===== src/rtl/booth_pkg.sv =====
`default_nettype none
// ============================================================================
//  Module   : booth_pkg
//  Purpose  : Shared types and helpers for the radix-4 Booth multiplier
//             family. Holds the dot-product accumulator state encoding and a
//             sign-extension helper for the (2N+1)-bit products.
//  Revision : 1.0 - initial release
// ============================================================================
package booth_pkg;

  // Accumulator FSM: collecting products, or presenting a finished sum.
  typedef enum logic {
    ACC = 1'b0,
    OUT = 1'b1
  } acc_state_t;

  // Sign-extends the low from_w bits of val to 64 bits. Callers truncate the
  // result to their accumulator width. from_w must lie in 1..64.
  function automatic logic [63:0] sext(input logic [63:0] val, input int from_w);
    logic signed [63:0] t;
    int                 sh;
    sh = 64 - from_w;
    t  = $signed(val << sh);
    return t >>> sh;
  endfunction

endpackage
`default_nettype wire


===== src/rtl/booth_sat_add.sv =====
`default_nettype none
// ============================================================================
//  Module   : booth_sat_add
//  Purpose  : W-bit two's-complement adder for the dot-product accumulator.
//             With ACC_SAT_EN defined the result clamps to the signed range
//             and o_ovf flags signed overflow; otherwise the add wraps and
//             o_ovf is constant 0.
//  Ports    : i_a, i_b  in  W  signed operands
//             o_sum     out W  sum (saturated or wrapped)
//             o_ovf     out 1  signed overflow of this add
//  Macro    : ACC_SAT_EN
//  Revision : 1.0 - initial release
// ============================================================================
module booth_sat_add #(
  parameter int W = 24
) (
  input  logic [W-1:0] i_a,
  input  logic [W-1:0] i_b,
  output logic [W-1:0] o_sum,
  output logic         o_ovf
);

  logic [W-1:0] w_raw;

  assign w_raw = i_a + i_b;

`ifdef ACC_SAT_EN
  logic w_ovf;

  // Overflow only when both operands share a sign and the result flips it.
  assign w_ovf = (i_a[W-1] == i_b[W-1]) && (w_raw[W-1] != i_a[W-1]);

  // Clamp toward the operands' sign: most negative or most positive value.
  assign o_sum = !w_ovf   ? w_raw :
                 i_a[W-1] ? {1'b1, {(W-1){1'b0}}} :
                            {1'b0, {(W-1){1'b1}}};
  assign o_ovf = w_ovf;
`else
  assign o_sum = w_raw;
  assign o_ovf = 1'b0;
`endif

endmodule
`default_nettype wire


===== src/rtl/booth_dot_acc.sv =====
`default_nettype none
// ============================================================================
//  Module   : booth_dot_acc
//  Purpose  : Accumulates VEC_LEN consecutive signed Booth products into one
//             dot-product sum and presents it on a valid/ready output.
//  Ports    : clk        in   1      rising-edge clock
//             rst_n      in   1      asynchronous reset, active low
//             flush      in   1      synchronous abort of current vector
//             in_valid   in   1      in_prod valid
//             in_ready   out  1      product accepted this cycle
//             in_prod    in   2N+1   signed product
//             out_valid  out  1      out_sum holds a finished dot product
//             out_ready  in   1      downstream accepts out_sum
//             out_sum    out  ACC_W  signed dot product
//             out_ovf    out  1      overflow seen while building out_sum
//  Macro    : ACC_SAT_EN - saturating accumulate with sticky overflow flag.
//             Undefined: wrap-around accumulate, out_ovf always 0.
//  Revision : 1.0 - initial release
// ============================================================================
module booth_dot_acc
  import booth_pkg::*;
#(
  parameter int N       = 10,
  parameter int VEC_LEN = 8,
  parameter int ACC_W   = 24
) (
  input  logic                 clk,
  input  logic                 rst_n,
  input  logic                 flush,
  input  logic                 in_valid,
  output logic                 in_ready,
  input  logic [2*N:0]         in_prod,
  output logic                 out_valid,
  input  logic                 out_ready,
  output logic [ACC_W-1:0]     out_sum,
  output logic                 out_ovf
);

  localparam int PROD_W = 2 * N + 1;
  localparam int CNT_W  = $clog2(VEC_LEN) + 1;
  localparam logic [CNT_W-1:0] C_LAST = CNT_W'(VEC_LEN - 1);

  acc_state_t       state_q,     state_d;
  logic [ACC_W-1:0] acc_q,       acc_d;
  logic [CNT_W-1:0] cnt_q,       cnt_d;
  logic             out_valid_q, out_valid_d;
  logic [ACC_W-1:0] out_sum_q,   out_sum_d;
  logic             out_ovf_q,   out_ovf_d;
  logic             sticky_q,    sticky_d;

  logic [ACC_W-1:0] w_prod_ext;
  logic [ACC_W-1:0] w_add_sum;
  logic             w_add_ovf;
  logic             w_in_fire;

  assign w_prod_ext = ACC_W'(sext(64'(in_prod), PROD_W));

  booth_sat_add #(
    .W (ACC_W)
  ) u_add (
    .i_a   (acc_q),
    .i_b   (w_prod_ext),
    .o_sum (w_add_sum),
    .o_ovf (w_add_ovf)
  );

  assign in_ready  = (state_q == ACC) && !flush;
  assign w_in_fire = in_valid && in_ready;

  // Without ACC_SAT_EN the adder's overflow is constant 0, so the sticky and
  // out_ovf flops reduce to constants and out_ovf stays 0.
  always_comb begin
    state_d     = state_q;
    acc_d       = acc_q;
    cnt_d       = cnt_q;
    out_valid_d = out_valid_q;
    out_sum_d   = out_sum_q;
    out_ovf_d   = out_ovf_q;
    sticky_d    = sticky_q;

    if (flush) begin
      // Abort wins over everything, including a same-cycle output accept.
      state_d     = ACC;
      acc_d       = '0;
      cnt_d       = '0;
      out_valid_d = 1'b0;
      out_ovf_d   = 1'b0;
      sticky_d    = 1'b0;
    end else begin
      case (state_q)
        ACC: begin
          if (w_in_fire) begin
            if (cnt_q == C_LAST) begin
              out_sum_d   = w_add_sum;
              out_ovf_d   = sticky_q | w_add_ovf;
              out_valid_d = 1'b1;
              acc_d       = '0;
              cnt_d       = '0;
              sticky_d    = 1'b0;
              state_d     = OUT;
            end else begin
              acc_d    = w_add_sum;
              cnt_d    = cnt_q + CNT_W'(1);
              sticky_d = sticky_q | w_add_ovf;
            end
          end
        end
        OUT: begin
          if (out_ready) begin
            out_valid_d = 1'b0;
            state_d     = ACC;
          end
        end
        default: state_d = ACC;
      endcase
    end
  end

  always_ff @(posedge clk or negedge rst_n) begin
    if (!rst_n) begin
      state_q     <= ACC;
      acc_q       <= '0;
      cnt_q       <= '0;
      out_valid_q <= 1'b0;
      out_sum_q   <= '0;
      out_ovf_q   <= 1'b0;
      sticky_q    <= 1'b0;
    end else begin
      state_q     <= state_d;
      acc_q       <= acc_d;
      cnt_q       <= cnt_d;
      out_valid_q <= out_valid_d;
      out_sum_q   <= out_sum_d;
      out_ovf_q   <= out_ovf_d;
      sticky_q    <= sticky_d;
    end
  end

  assign out_valid = out_valid_q;
  assign out_sum   = out_sum_q;
  assign out_ovf   = out_ovf_q;

endmodule
`default_nettype wire


===== config.mk =====
export PLATFORM = sky130hd
export DESIGN_NAME = booth_dot_acc
export DESIGN_NICKNAME = d
export VERILOG_FILES = /design/src/rtl/booth_pkg.sv /design/src/rtl/booth_sat_add.sv /design/src/rtl/booth_dot_acc.sv
export SDC_FILE = /design/constraint.sdc
export NUM_CORES = 1
export LEC_CHECK = 0
export BUFFER_PORTS_ARGS = -buffer_cell sky130_fd_sc_hd__buf_2
export CAP_MARGIN = 20
export CORE_MARGIN = 2
export CORE_UTILIZATION = 51
export DETAILED_ROUTE_END_ITERATION = 7
export PLACE_DENSITY = 0.73
export SETUP_SLACK_MARGIN = 0.3
export SLEW_MARGIN = 20
export SYNTH_ARGS = -nofsm -noshare
export SYNTH_HDL_FRONTEND = slang
export SYNTH_SLANG_ARGS = --single-unit

===== constraint.sdc =====
create_clock -name clk -period 2.3 [get_ports clk]
set_input_delay 0.345 -clock clk [delete_from_list [all_inputs] [get_ports clk]]
set_output_delay 0.345 -clock clk [all_outputs]
set_load 0.05 [all_outputs]

# Word-level counts from Yosys, hierarchy flattened
# Index checks and enable logic that the tools add are counted.
# totals
out_inout_bits,27
inputBits,26
wordCells,51
ff_bits,56
# classes
n_bitwise,2
add_sub_neg,2
n_reduce_logical,9
eq_ne,5
mux,26
# ops
cell,count
$mux W24,4
$add A24 B24 Y24,1
$mux W1,16
$mux W4,4
$ne A3 B3 Y1 const B,2
$reduce_and A3 Y1,2
$add A4 B1 Y4 const B,1
$eq A4 B3 Y1 const B,1
$pmux W1 S2,2
$reduce_and A4 Y1,1
$reduce_bool A2 Y1,2
$ne A3 B2 Y1 const B,1
$logic_and A1 B1 Y1,2
$ne A2 B2 Y1 const B,1
$not A1 Y1,2
$reduce_and A2 Y1,1
$logic_not A1 Y1,1

# Logic depth before layout (Yosys ltp)
# Gate-level depths: netlist of the first run.
# logic_depth
ltp_word,6
depth_mapped,10
ltp_nobuf,10

# Cells and area by module
# A second synthesis of the first run with hierarchy kept.
# hier_totals
hier_cells,325
area_unflattened_um2,3545.9
# modules_own_cells
mod,seq_area_each_um2,area_each_um2,cells_per_inst,instances
booth_dot_acc,1401.3,2237.1,140,1
booth_sat_add,0.0,1308.8,185,1

# Worst setup path before layout of the first run
# No wires, ideal clock.
# synth_path
path_kind,input to register
from,in in_prod[0]
to,"reg out_sum_q[18], in the netlist out_sum[18]"
required_ns,2.175
arrival_time_ns,2.110
path_slack_ns,0.065
path_buffers,0
setup_time_ns,0.125
path_stages,10
path_cell_list,ha_1 inv_1 fa_1 nor2b_1 o211ai_2 a31o_2 a21oi_1 o21ai_0 xnor2_1 mux2_2
# synth_via
elab_chain_len,1
# synth_rtl
item,line,source
from (decl),booth_dot_acc.sv:32,"input logic [2*N:0] in_prod,"
$add A24 B24 Y24,booth_sat_add.sv:25,assign w_raw = i_a + i_b;
to (signal assigned),booth_dot_acc.sv:133,out_sum_q <= out_sum_d;
to (decl),booth_dot_acc.sv:47,"logic [ACC_W-1:0] out_sum_q, out_sum_d;"
# Every way passes these cells.
# A chain may end at the register's enable or synchronous reset.

# Worst setup path after layout of the first run
# layout_path
from,reg acc_q[0]
to,"reg out_sum_q[16], in the netlist out_sum[16]"
# layout_via
elab_chain_len,1
# layout_rtl
item,line,source
from (decl),booth_dot_acc.sv:44,"logic [ACC_W-1:0] acc_q, acc_d;"
from (signal assigned),booth_dot_acc.sv:122,acc_q <= '0;
from (signal assigned),booth_dot_acc.sv:130,acc_q <= acc_d;
$add A24 B24 Y24,booth_sat_add.sv:25,
# Every way passes these cells.

==> run metrics, run 1 <==
final hold violations=0; Worst R2R Path Depth=10; complex-gate fraction of the synthesized area=21.9%; Hold Path Class=input port to asynchronous set/reset pin; CP peak stage delay=0.41 ns; clock latency on the worst-skew pair=0.31 ns; clock buffer depth=2; Max Cap Viol=0; Residual DRC=0; multiplexer share of the synthesized area=7.46%; Syn Area/Cell=10.3 sq um; Wirelength per Cell=16.7 um; design area=4400 sq um; area of the core=6310 sq um; clock sink count=54; sequential area share after synthesis=40.7%; Ys Warns=0; Async SR Flop Fraction=100%; Worst Path Max Fanout=4; Via Count=2804; ys flop type=dfrtp_1; antenna diode count=0; static leakage=2.16 nW; Mapped Area=3320 sq um; GRT Residual Overflow=0; Post-CTS Hold Buffers=0; area grow syn2layout=32.6%; cell family with most CP delay=compound AO/OA/AOI/OAI gates; Setup crit end kind=flip-flop; Num CTS Buffers=5; Fmax=433 MHz; gpl congestion=0.885; placed inst area=3950 sq um; PortBufs=51; RR Endpoint=out_sum[16]; critical path arrival=2.51 ns; XOR/XNOR Fraction of Synth Area=6.07%; Rows=29; final setup skew=0.00840 ns; Root Driver=clkbuf_8; TritonCTS clock tree=built; Tcrit/Tclk final=100%; Slew HR=46.4%; CTS H-tree depth=2; ANT nets after route=0; area of the multi-input gates=2170 sq um; die width=84.7 um; Buf/Inv on CP=1; Final Max Tran Viols=0; CP required=2.50 ns; startpoint types=flip-flop; final critical-path required period=2.31 ns; Setup Crit Path Kind=flip-flop to flip-flop; synthesized instance count=322; R2R setup slack=-0.007 ns; Worst Tran Pin Value=0.805 ns; syn nets=373; RSZ-0062 raised after global routing=true; GRT Util Overall=23.8%; outcome=finished, violations left; clk slew on worst S/H paths=0.10 ns; global-route wire length before repair=13700 um; register area=1350 sq um; Seq cells post-synth=54; Critical Path Slowest Stage Cell=dfrtp_1; Layout fillers=491; DR vias/cell=5.66; Die H=84.7 um; Post-Synth Simple-Gate Area=11.0%; Tot Pwr=0.00294 W; number of synthesized flops with an enable pin=0; DRT Pass-1 Iters=4; Final Routed Wirelength=8240 um; share of layout cells above drive strength 1=43.1%; Worst VDD drop=0.381 mV; initial drt markers=108; power density over cell area=668 nW/um^2; worst r2r src=acc_q[0]; largest net degree at the start of global routing=36; Worst Slack Setup Final=-0.00747 ns; Post-DP HPWL=5720 um; I/O Pins=53; vias in the first global route=2914; Synth cell types=50; worst path cell trace=ha_4 -> inv_2 -> fa_2 -> nor2b_4 -> o211ai_2 -> a31o_2 -> a21o_1 -> a31oi_2 -> xor2_1 -> mux2_4; Final #Nets=468; failing checks=setup timing; Hold WS=0.110 ns; Starting Density=52.6%; adder-cell share of the synthesized area=9.65%; largest family of logic cells by synthesized area=compound AO/OA/AOI/OAI gates; die area=7170 sq um; initial antenna violation count=0; final setup vio count=2
==> through the flow <==
stage | setup TNS [ns] | utilization (%) | worst slack (ns) | instances
after floorplan | 0 | - | 0.163 | 322
after global placement | -0.317 | 62.6 | -0.0825 | 477
after detailed placement | -0.669 | 62.6 | -0.112 | 477
after CTS | -0.0168 | 67.4 | -0.0149 | 488
after global routing | -1.08 | 69.7 | -0.108 | 495
final | -0.0112 | 69.7 | -0.00747 | 495
==> state kept, by name, summed over array words and instances (netlist names) <==
register   cells
cnt_q          4
out_valid      1
out_sum       24
acc_q         24
state_q        1
==> routing by layer <==
| layer | track usage, % | wire [um] | vias up |
|---|---|---|---|
| li1 | - | - | 1367 |
| met1 | 32.5 | 3880 | 1345 |
| met2 | 39.4 | 3920 | 76 |
| met3 | 3.05 | 277 | 16 |
| met4 | 7.50 | 169 | 0 |
| met5 | 0 | 0 | - |
==> layout by cell type, fill, tap and decap left out, drive strengths merged, types with 4 or more instances in the layout <==
cell,count
nor3,4
o21ai,20
clkbuf,8
xor2,8
inv,8
mux2,22
a211oi,4
ha,24
nor2,18
dfrtp,54
nand3,7
o211ai,7
buf,103
a21oi,25
nor2b,4
xnor2,15
nand2,24
and3,4
a22o,21
==> how the worst max path moves through the flow <==
stage,start,to,slack [ns],depth (start not counted)
floorplan,acc_q[0],out_sum[16],0.16,10
global placement,in_prod[14],acc_q[23],-0.08,9
detailed placement,in_prod[0],out_sum[16],-0.11,11
CTS,acc_q[0],out_sum[16],-0.01,10
global route,acc_q[0],out_sum[8],-0.11,11
finish,acc_q[0],out_sum[16],-0.007,10
==> cell usage after synthesis (5+ instances only) <==
library cell	instances	area [sq um]
a21oi_1	24	120
a22o_1	21	184
o21ai_0	17	85.1
xor2_1	8	70.1
inv_1	8	30.0
buf_2	5	25.0
nor2_1	18	67.6
nand3_1	7	35.0
dfrtp_1	54	1350
clkbuf_1	8	30.0
xnor2_1	15	131
ha_1	24	300
mux2_2	22	248
nand2_1	24	90.1
==> cell families after synthesis <==
family / after synthesis
AO/OA/AOI/OAI: 100
AND/OR/NAND/NOR: 74
flip-flops: 54
adder cells (fa/ha/maj): 25
XOR/XNOR: 23
buffers and inverters: 23
multiplexers: 22
other: 1
==> worst reg2reg max path: cells and delay by family (launching register included) <==
family          cells  cell delay [ns]
compound gates      4             0.72
fa+ha+maj           2             0.51
flops               1             0.41
mux                 1             0.27
simple gates        1             0.14
xor+xnor            1             0.10
buf+inv             1             0.04
==> where the power goes <==
part | internal [W] | leakage [nW] | switching (W)
sequential | 0.00102 | 0.737 | 0.0000567
clock | 0.000305 | 0.0575 | 0.000312
combinational | 0.000614 | 1.37 | 0.000637
==> final cells by class <==
class,count,share of cell area [%]
multi-input combinational,245,49.2
sequential,54,30.7
timing repair buffer,103,14.7
clock buffer,8,2.50
tap,77,2.19
inverter,8,0.682
==> what timing repair did <==
item,CTS,global route
buffers inserted,3,7
pin swaps,17,15
gates resized for setup,26,18
endpoints found under the setup margin,34,36
(Power assumes the default switching activity.)
==> run 2, diff against run 1 <==
==> constraint.sdc (replaced) <==
create_clock -name clk -period 2.3 [get_ports clk]
set_input_delay 0.23 -clock clk [delete_from_list [all_inputs] [get_ports clk]]
set_output_delay 0.23 -clock clk [all_outputs]
set_load 0.05 [all_outputs]
==> run 2 against run 1 <==
  * The flow still finishes with violations (setup timing)
  * Critical path depth did not move
  * Clock power fell by 3.2%
  * Core utilization fell by 1.8 points
  * Power fell by 3.6%
  * Clock skew fell by 0.0015 ns
  * Maximum frequency fell by 1.2%
  * Sequential cell count did not move
  * Sequential power barely moved
==> run metrics, run 2 (same netlist as run 1, synthesis figures left out) <==
outcome=finished, violations left; failing checks=setup timing; CP required=2.50 ns (about the same); I/O Pins=53 (unchanged); initial antenna violation count=0 (unchanged); final critical-path required period=2.34 ns (+0.0286 ns); hold endpoint=out_valid; TritonCTS clock tree=built; die width=84.7 um (unchanged); share of layout cells above drive strength 1=41.6% (-1.4 points); placed inst area=3780 sq um (-4.3%); GRT Util Overall=22.0% (-1.8 points); Wirelength per Cell=16.1 um (-3.3%); Worst VDD drop=0.422 mV (+11%); Worst R2R Path Depth=10 (unchanged); commonest non-fill, non-tap cell in the layout=dfrtp_1; global-route wire length before repair=13000 um (-5.2%); Post-DP HPWL=5230 um (-8.6%); power density over cell area=662 nW/um^2 (-1.0%); WHS Path Cells=2; Hold Path Class=input port to flip-flop; Combinational Power Share=40.8% (-1.7 points); startpoint types=flip-flop; vias in the first global route=2723 (-6.6%); Max Cap Viol=0 (unchanged); Final Max Tran Viols=0 (unchanged); gpl congestion=0.884 (about the same); cell family with most CP delay=compound AO/OA/AOI/OAI gates; Setup Crit Path Kind=flip-flop to flip-flop; most frequent cells in the layout=dfrtp_1 (54), buf_2 (51), buf_4 (27); critical path arrival=2.54 ns (+0.03 ns); Die H=84.7 um (unchanged); Starting Density=52.6% (unchanged); area of the core=6310 sq um (unchanged); clock latency on the worst-skew pair=0.31 ns (about the same); Via Count=2705 (-3.5%); Final #Nets=444 (-5.1%); sequential power share=38.1% (+1.6 points); CP peak stage delay=0.40 ns (about the same); worst r2r src=acc_q[0]; design area=4290 sq um (-2.6%); area grow syn2layout=29.1%; GRT Residual Overflow=0 (unchanged); clock buffer depth=2 (unchanged); Setup crit end kind=flip-flop; die area=7170 sq um (unchanged); CTS H-tree depth=2 (unchanged); Fmax=428 MHz (-1.2%); P_int=0.00185 W (-4.5%); Tcrit/Tclk final=102% (+1.2 points); Critical Path Slowest Stage Cell=dfrtp_1; Clk pwr share=21.1% (about the same); final setup skew=0.00692 ns (-0.00147 ns); clk slew on worst S/H paths=0.10 ns (about the same); final setup vio count=2 (unchanged); Rows=29 (unchanged); Final Routed Wirelength=7590 um (-8.0%); worst path cell trace=ha_4 -> inv_2 -> fa_2 -> nor2b_4 -> o211ai_2 -> a31o_4 -> a21o_1 -> a31oi_1 -> xor2_1 -> mux2_2; PortBufs=51 (unchanged); sw frac=34.8% (+0.57 points); Worst Slack Setup Final=-0.0361 ns (-0.0286 ns); antenna diode count=0 (unchanged); Buf/Inv on CP=1 (unchanged); RR Endpoint=out_sum[16]; NetSw=0.000985 W (-2.0%); clock sink count=54 (unchanged); Residual DRC=0 (unchanged); Num CTS Buffers=5 (unchanged); DR vias/cell=5.74 (+1.4%); Worst Path Max Fanout=4 (unchanged); ANT nets after route=0 (unchanged); initial drt markers=154 (+43%); RSZ-0062 raised after global routing=true; DRT Pass-1 Iters=4 (unchanged); static leakage=2.03 nW (-5.9%); R2R setup slack=-0.04 ns (-0.03 ns); Hold WS=0.132 ns (+0.0228 ns); Layout fillers=494 (+0.61%); Tot Pwr=0.00284 W (-3.6%); largest net degree at the start of global routing=31 (-14%); final hold violations=0 (unchanged); Min-Delay Startpoint=out_ready; Root Driver=clkbuf_8
==> run 2: changes by cell type in the layout (fill, tap and decap cells not counted), sizes merged <==
cell         delta
buf            -25
dlygate4sd3     +1
clkbuf          -1
clkinv          +1
==> run 2: metrics by stage <==
stage / utilization (%) / cells / TNS [ns] / worst slack [ns]
after detailed placement: 59.9 / 452 / -0.0418 / -0.0394
after CTS: 65.5 / 466 / -0.00645 / -0.00645
after global routing: 67.9 / 471 / -0.665 / -0.114
final: 67.9 / 471 / -0.0372 / -0.0361
after global placement: 59.9 / 452 / -0.00535 / -0.00535
after floorplan: - / 322 / 0 / 0.171
==> run 2: how the worst max path moves through the flow <==
stage | from | cells after the start | slack (ns) | end
after global placement | acc_q[0] | 10 | -0.005 | out_sum[16]
after floorplan | acc_q[0] | 10 | 0.17 | out_sum[16]
final | acc_q[0] | 10 | -0.04 | out_sum[16]
after CTS | acc_q[0] | 10 | -0.006 | out_sum[16]
after detailed placement | acc_q[0] | 10 | -0.04 | out_sum[16]
after global routing | acc_q[0] | 11 | -0.11 | out_sum[10]
==> run 2: power groups by stage <==
stage / clock (W) / sequential (W) / combinational (W)
2_1_floorplan: 0 / 0.00108 / 0.000711
3_3_place_gp: 0 / 0.00108 / 0.000936
3_5_place_dp: 0 / 0.00108 / 0.000945
4_1_cts: 0.000606 / 0.00108 / 0.00108
5_1_grt: 0.000655 / 0.00109 / 0.00127
6_report: 0.000597 / 0.00108 / 0.00116
==> run 2: worst register-to-register path, stage by stage, from the launching register on <==
cell	delay (ns)
dfrtp_1	0.40
ha_4	0.15
inv_2	0.04
fa_2	0.36
nor2b_4	0.13
o211ai_2	0.10
a31o_4	0.25
a21o_1	0.19
a31oi_1	0.24
xor2_1	0.11
mux2_2	0.26
==> run 2: metal layers <==
metal	global-route usage, %	wire length (um)	vias up
met5	0	0	-
met4	4.18	66	0
met3	3.54	279	6
met2	36.4	3720	58
met1	30.9	3520	1317
li1	-	-	1324
==> run 2: cell type report <==
class	count	area (sq um)	area share, %
multi-input combinational	245	2240	52.2
clock buffer	7	96.3	2.25
tap	77	96.3	2.25
sequential	54	1350	31.5
timing repair buffer	79	468	10.9
inverter	8	30.0	0.701
clock inverter	1	8.76	0.204
==> run 2: what timing repair did <==
action | in CTS | in global routing
hold buffers | 1 | 0
resized for setup | 35 | 21
pin swaps | 5 | 13
endpoints found under the setup margin | 33 | 36
endpoints found under the hold margin | 54 | 0
buffers inserted | 5 | 5
